**config.mk**
```make
export PLATFORM = sky130hd
export DESIGN_NAME = seq_alu
export DESIGN_NICKNAME = d
export VERILOG_FILES = /design/src/rtl/seq_alu.sv
export SDC_FILE = /design/constraint.sdc
export NUM_CORES = 1
export LEC_CHECK = 0
export CORE_ASPECT_RATIO = 2
export CORE_UTILIZATION = 51
export CTS_BUF_LIST = sky130_fd_sc_hd__clkbuf_8
export DETAILED_ROUTE_END_ITERATION = 16
export GPL_TIMING_DRIVEN = 0
export MAX_ROUTING_LAYER = met4
export PLACE_DENSITY_LB_ADDON = 0.08
export SETUP_SLACK_MARGIN = 0.1
export SLEW_MARGIN = 20
export SYNTH_ARGS = -nofsm -noshare
export SYNTH_HDL_FRONTEND = slang
export SYNTH_SLANG_ARGS = --single-unit
```
**constraint.sdc**
```tcl
create_clock -name clk -period 8.3 [get_ports clk]
set_clock_uncertainty 0.1 [all_clocks]
set_input_delay 2.49 -clock clk [delete_from_list [all_inputs] [get_ports clk]]
set_output_delay 2.49 -clock clk [all_outputs]
set_load 0.05 [all_outputs]
```
**src/rtl/seq_alu.sv**
```systemverilog
// seq_alu: registered, handshaked ALU with the 16-op function set.
// Shift ops run one bit per cycle. Overflow is detected for ADD, SUB, TCP and ALS.
// sticky_ovf accumulates the overflow flag of every consumed result.
module seq_alu #(
  parameter int DATA_WIDTH = 16,
  parameter int SHAMT_W    = $clog2(DATA_WIDTH)
) (
  input  logic                  clk,
  input  logic                  reset,
  input  logic                  in_valid,
  output logic                  in_ready,
  input  logic [3:0]            func,
  input  logic [DATA_WIDTH-1:0] a,
  input  logic [DATA_WIDTH-1:0] b,
  output logic                  out_valid,
  input  logic                  out_ready,
  output logic [DATA_WIDTH-1:0] c,
  output logic                  ovf,
  output logic                  sticky_ovf,
  input  logic                  clr_sticky,
  output logic                  busy
);

  localparam int MSB = DATA_WIDTH - 1;

  localparam logic [3:0] OP_ADD  = 4'b0000;
  localparam logic [3:0] OP_SUB  = 4'b0001;
  localparam logic [3:0] OP_ID   = 4'b0010;
  localparam logic [3:0] OP_NOT  = 4'b0011;
  localparam logic [3:0] OP_AND  = 4'b0100;
  localparam logic [3:0] OP_OR   = 4'b0101;
  localparam logic [3:0] OP_NAND = 4'b0110;
  localparam logic [3:0] OP_NOR  = 4'b0111;
  localparam logic [3:0] OP_XOR  = 4'b1000;
  localparam logic [3:0] OP_XNOR = 4'b1001;
  localparam logic [3:0] OP_LLS  = 4'b1010;
  localparam logic [3:0] OP_LRS  = 4'b1011;
  localparam logic [3:0] OP_ALS  = 4'b1100;
  localparam logic [3:0] OP_ARS  = 4'b1101;
  localparam logic [3:0] OP_TCP  = 4'b1110;
  localparam logic [3:0] OP_ZERO = 4'b1111;

  typedef enum logic [1:0] {
    IDLE  = 2'd0,
    SHIFT = 2'd1,
    DONE  = 2'd2
  } stateT;

  stateT                 stateReg;
  logic [DATA_WIDTH-1:0] cReg;
  logic                  ovfReg;
  logic                  outValidReg;
  logic                  stickyReg;
  logic [DATA_WIDTH-1:0] workReg;
  logic [SHAMT_W-1:0]    cntReg;
  logic [3:0]            shOpReg;
  logic                  shOvfReg;

  logic                  accept;
  logic                  isShift;
  logic [SHAMT_W-1:0]    shAmt;
  logic [DATA_WIDTH:0]   aluRes;
  logic [DATA_WIDTH-1:0] stepVal;
  logic                  stepOvf;

  // Single-cycle (non-shift) operations; returns {ovf, result}.
  function automatic logic [DATA_WIDTH:0] aluOp(input logic [3:0] op,
                                                input logic [DATA_WIDTH-1:0] x,
                                                input logic [DATA_WIDTH-1:0] y);
    logic [DATA_WIDTH-1:0] r;
    logic                  o;
    r = {DATA_WIDTH{1'b0}};
    o = 1'b0;
    case (op)
      OP_ADD: begin
        r = x + y;
        o = (x[MSB] == y[MSB]) && (r[MSB] != x[MSB]);
      end
      OP_SUB: begin
        r = x - y;
        o = (x[MSB] != y[MSB]) && (r[MSB] != x[MSB]);
      end
      OP_ID:   r = x;
      OP_NOT:  r = ~x;
      OP_AND:  r = x & y;
      OP_OR:   r = x | y;
      OP_NAND: r = ~(x & y);
      OP_NOR:  r = ~(x | y);
      OP_XOR:  r = x ^ y;
      OP_XNOR: r = ~(x ^ y);
      OP_TCP: begin
        r = ~x + {{(DATA_WIDTH-1){1'b0}}, 1'b1};
        o = (x == {1'b1, {(DATA_WIDTH-1){1'b0}}});
      end
      OP_ZERO: r = {DATA_WIDTH{1'b0}};
      default: begin
        r = {DATA_WIDTH{1'b0}};
        o = 1'b0;
      end
    endcase
    return {o, r};
  endfunction

  // One-bit shift step of the working register.
  function automatic logic [DATA_WIDTH-1:0] shiftStep(input logic [3:0] op,
                                                      input logic [DATA_WIDTH-1:0] w);
    logic [DATA_WIDTH-1:0] r;
    case (op)
      OP_LLS, OP_ALS: r = {w[MSB-1:0], 1'b0};
      OP_LRS:         r = {1'b0, w[MSB:1]};
      OP_ARS:         r = {w[MSB], w[MSB:1]};
      default:        r = w;
    endcase
    return r;
  endfunction

  // Handshake decode, operation classification and shift-step datapath.
  always_comb begin
    in_ready = 1'b0;
    if (stateReg == IDLE) begin
      in_ready = 1'b1;
    end else if (stateReg == DONE) begin
      in_ready = out_ready;
    end else begin
      in_ready = 1'b0;
    end
    accept  = in_valid && in_ready;
    isShift = (func == OP_LLS) || (func == OP_LRS) || (func == OP_ALS) || (func == OP_ARS);
    shAmt   = b[SHAMT_W-1:0];
    aluRes  = aluOp(func, a, b);
    stepVal = shiftStep(shOpReg, workReg);
    stepOvf = (shOpReg == OP_ALS) && (stepVal[MSB] != workReg[MSB]);
  end

  // Control FSM, result registers and sticky overflow.
  always_ff @(posedge clk) begin
    if (reset) begin
      stateReg    <= IDLE;
      cReg        <= {DATA_WIDTH{1'b0}};
      ovfReg      <= 1'b0;
      outValidReg <= 1'b0;
      stickyReg   <= 1'b0;
      workReg     <= {DATA_WIDTH{1'b0}};
      cntReg      <= {SHAMT_W{1'b0}};
      shOpReg     <= 4'b0000;
      shOvfReg    <= 1'b0;
    end else begin
      // clear wins over a simultaneous consume of an overflowing result
      if (clr_sticky) begin
        stickyReg <= 1'b0;
      end else if (outValidReg && out_ready) begin
        stickyReg <= stickyReg | ovfReg;
      end else begin
        stickyReg <= stickyReg;
      end

      if (accept) begin
        if (!isShift) begin
          cReg        <= aluRes[DATA_WIDTH-1:0];
          ovfReg      <= aluRes[DATA_WIDTH];
          outValidReg <= 1'b1;
          stateReg    <= DONE;
        end else if (shAmt == {SHAMT_W{1'b0}}) begin
          cReg        <= a;
          ovfReg      <= 1'b0;
          outValidReg <= 1'b1;
          stateReg    <= DONE;
        end else begin
          workReg     <= a;
          cntReg      <= shAmt;
          shOpReg     <= func;
          shOvfReg    <= 1'b0;
          outValidReg <= 1'b0;
          stateReg    <= SHIFT;
        end
      end else begin
        case (stateReg)
          SHIFT: begin
            if (cntReg == {{(SHAMT_W-1){1'b0}}, 1'b1}) begin
              cReg        <= stepVal;
              ovfReg      <= shOvfReg | stepOvf;
              outValidReg <= 1'b1;
              stateReg    <= DONE;
            end else begin
              workReg  <= stepVal;
              cntReg   <= cntReg - {{(SHAMT_W-1){1'b0}}, 1'b1};
              shOvfReg <= shOvfReg | stepOvf;
            end
          end
          DONE: begin
            if (out_ready) begin
              outValidReg <= 1'b0;
              stateReg    <= IDLE;
            end else begin
              stateReg <= DONE;
            end
          end
          default: stateReg <= IDLE;
        endcase
      end
    end
  end

  assign c          = cReg;
  assign ovf        = ovfReg;
  assign out_valid  = outValidReg;
  assign sticky_ovf = stickyReg;
  assign busy       = (stateReg != IDLE);

endmodule
```
==> results of run 1 <==
==> cell type report <==
type	instances	area, µm²
fillers	1194	4930
multi-input cells	718	4860
flip-flops and latches	46	921
repair buffers	58	581
plain buffers	65	325
inverters	56	210
well taps	147	184
clock buffers	6	82.6
clock inverters	1	30.0
==> cell usage after synthesis (4+ instances only) <==
master,n,share of area
mux2i_1,19,0.030
o21ai_1,7,0.0055
nand3_1,12,0.0095
a32oi_1,6,0.0083
buf_2,21,0.017
a21oi_1,71,0.056
nand2_1,56,0.033
ha_1,58,0.11
xor2_1,20,0.028
a21o_1,11,0.013
or2_2,5,0.0050
buf_6,5,0.0089
nor4_1,7,0.0069
a22oi_1,10,0.012
o211ai_1,7,0.0083
and2_1,7,0.0069
nand4_1,5,0.0050
o221ai_1,9,0.012
nor2_1,102,0.061
or3_1,4,0.0040
a2111oi_0,7,0.0097
nand2b_1,11,0.011
a211oi_1,38,0.045
dfxtp_1,46,0.15
clkbuf_1,29,0.017
nor2b_1,10,0.0099
xnor2_1,17,0.024
buf_1,7,0.0042
o31ai_1,7,0.0083
a31oi_1,14,0.014
o31a_1,4,0.0055
and3_1,5,0.0050
o22ai_1,7,0.0069
nor3_1,38,0.030
a221o_1,4,0.0063
inv_1,55,0.033
a311oi_1,6,0.0083
o21ai_0,56,0.044
==> logic make-up (layout without fill, tap and decap cells) <==
kind of cell | Yosys count | count (layout) | synth area share
compound gates | 307 | 307 | 0.332
xor+xnor | 37 | 37 | 0.0513
fa+ha+maj | 60 | 60 | 0.121
buf+inv | 121 | 186 | 0.0848
flops | 46 | 46 | 0.146
mux | 19 | 19 | 0.0301
simple gates | 295 | 295 | 0.235
==> state kept, by name, indices dropped and copies added, names as in the netlist <==
register / cells
c: 16
workReg: 16
shOvfReg: 1
ovf: 1
stateReg: 2
sticky_ovf: 1
shOpReg: 4
out_valid: 1
cntReg: 4
==> power groups by stage <==
stage / logic, mW / registers, mW / clock network, mW
2_1_floorplan: 0.245 / 0.283 / 0
3_3_place_gp: 0.407 / 0.255 / 0
3_5_place_dp: 0.415 / 0.256 / 0
4_1_cts: 0.417 / 0.251 / 0.178
5_1_grt: 0.459 / 0.253 / 0.186
6_report: 0.432 / 0.252 / 0.177
==> worst paths after layout <==
path	start	endpoint	slack, ns	depth (start not counted)
worst max register to register	stateReg[0]	c[7]	5.10	10
worst max-delay path	out_ready	in_ready	1.64	3
worst min-delay path	c[1]	c[1]	0.41	2
worst min register to register	c[1]	c[1]	0.41	2
==> worst reg2reg max path: stages, from the launching register on <==
cell	delay [ns]
dfxtp_1	0.37
inv_1	0.08
ha_1	0.25
a21o_1	0.24
and2_1	0.17
buf_2	0.19
o21ai_1	0.26
clkbuf_1	0.65
a21oi_1	0.17
a2111oi_0	0.48
nor3_1	0.10
==> routing by layer <==
layer	global-route usage	routed length, µm
met5	-	0
met3	0.103	2360
met1	0.423	8790
met2	0.693	12800
met4	0.353	2490
==> cell usage in the layout (no fill, tap or decap), types with 17 or more instances in the layout <==
| cell type | Yosys | routed |
|---|---|---|
| nor3_1 | 38 | 38 |
| a21oi_1 | 71 | 71 |
| a211oi_1 | 38 | 38 |
| xor2_1 | 20 | 20 |
| clkdlybuf4s50_1 | 0 | 58 |
| nor2_1 | 102 | 102 |
| o21ai_0 | 56 | 56 |
| inv_1 | 55 | 55 |
| clkbuf_1 | 29 | 29 |
| xnor2_1 | 17 | 17 |
| buf_2 | 21 | 21 |
| dfxtp_1 | 46 | 46 |
| nand2_1 | 56 | 56 |
| mux2i_1 | 19 | 19 |
| ha_1 | 58 | 58 |
==> metrics by stage <==
| stage | hold slack, ns | util |
|---|---|---|
| final | 0.406 | 0.593 |
| after global routing | 0.429 | 0.593 |
| after CTS | 0.407 | 0.593 |
| after detailed placement | 0.394 | 0.584 |
| after global placement | 0.378 | 0.584 |
| after floorplan | 0.370 | - |
==> out/qor.yml, run 1 <==
clockBufferDepth: 2
synth-edff-count: 0
die_x_um: 80.7
die_y_um: 159
critPathBufInv: 2
hold_violations: 0
placement.cell_area_um2: 7080
tightestPinTransition_ns: 0.946
gp_congestion: 1.02
power_frac_clock: 0.206
p_sw_mw: 0.375
vias: 7470
core_um2: 12100
pwr-share-comb: 0.502
fmax_mhz: 150
grt_max_degree: 14
antenna_found_initial: 0
wl_per_cell_um: 24.1
start_util: 0.521
fin_crit_sh: 0.803
critPathRequiredTime_ns: 5.71
power_leakage_nw: 2.76
area_growth_pct: 13.9
dp_slack_ns: 1.66
drtAntennaViolNets: 0
fin_area_um2: 7190
clkLatencyLatePin_ns: 0.31
rows: 57
hold_class: "register to register"
pwr-share-seq: 0.292
async_reset_ff_frac: 0
postCtsSetupBuffers: 0
rsz0062_at_grt: "no"
critPathMostFrequentCell: "clkdlybuf4s50_1"
wl_um: 26500
drv_cap: 0
arrival_ns: 4.07
drt-initial-drc-count: 735
critPathKind: "input pin to output pin"
crit_chain: "clkdlybuf4s50_1 -> a21o_1 -> clkdlybuf4s50_1"
setup_ws_ns: 1.64
h-tree-depth: 2
yosys_warnings: 0
path_max_fanout: 4
layout-drive-gt1-share: 0.0737
slew_headroom: 0.368
seq_area_frac_synth: 0.146
synthFlopType: "dfxtp_1"
worstSetupEndpointType: "output pin"
grt_pass1_vias: 7414
cts_hold_buf: 0
outcome: "finished, final reports clean"
numCtsBuffers: 5
ys_ff_latch: 46
synth.avg_cell_area_um2: 7.13
startpoint_type: "input pin"
dp_hpwl_um: 20400
fin_crit_ns: 6.66
critPathMaxStageDelay_ns: 0.83
overflow: 0
tritoncts: "built"
cts_num_sinks: 46
total_power_mw: 0.860
nets: 1051
antenna_cells: 0
stdcell_count: 1097
drv_slew: 0
via_per_inst: 6.81
synth_area_um2: 6310
cts_resized: 0
cp_slowest_cell: "clkdlybuf4s50_1"
grt_pass1_wl_um: 40200
dieArea_um2: 12900
p_int_mw: 0.486
portBuffers: 58
boundaryPins: 62
ys_types: 91
drc_errors: 0
drt_pass1_iterations: 7
path_clk_slew_ns: 0.08
swShare: 0.435
synth_cells: 885
track_usage: 0.430
placed_cells: 1090
synthesis.nets: 986
ir_worst_vdd_v: 0.000204
root_buffer: "clkbuf_8"
power_density_nw_per_um2: 120
path_delay_family: "buffers and inverters"
finalSetupViolations: 0
setup_tns_ns: 0
Note: power is estimated with default switching activity, not from simulation.
==> run 2, diff against run 1 <==
clock period = 6.9 ns   (was 8.3 ns; I/O delays follow)
==> results of run 2 <==
The final DEF is identical to that of run 1. Status: finished, final reports clean.
Main changes from that run: setup slack after placement 1.66 ns -> 1.10 ns; clock-pin slew on the worst setup and hold paths 0.08 ns -> 0.09 ns; setup slack after layout 1.64 ns -> 0.734 ns; start point of the critical path out_ready -> a[7]; end point of the critical path in_ready -> c[14]; register-to-register setup slack 5.10 ns -> 3.70 ns; total power 0.860 mW -> 1.03 mW; worst IR drop on VDD 0.000204 V -> 0.000245 V
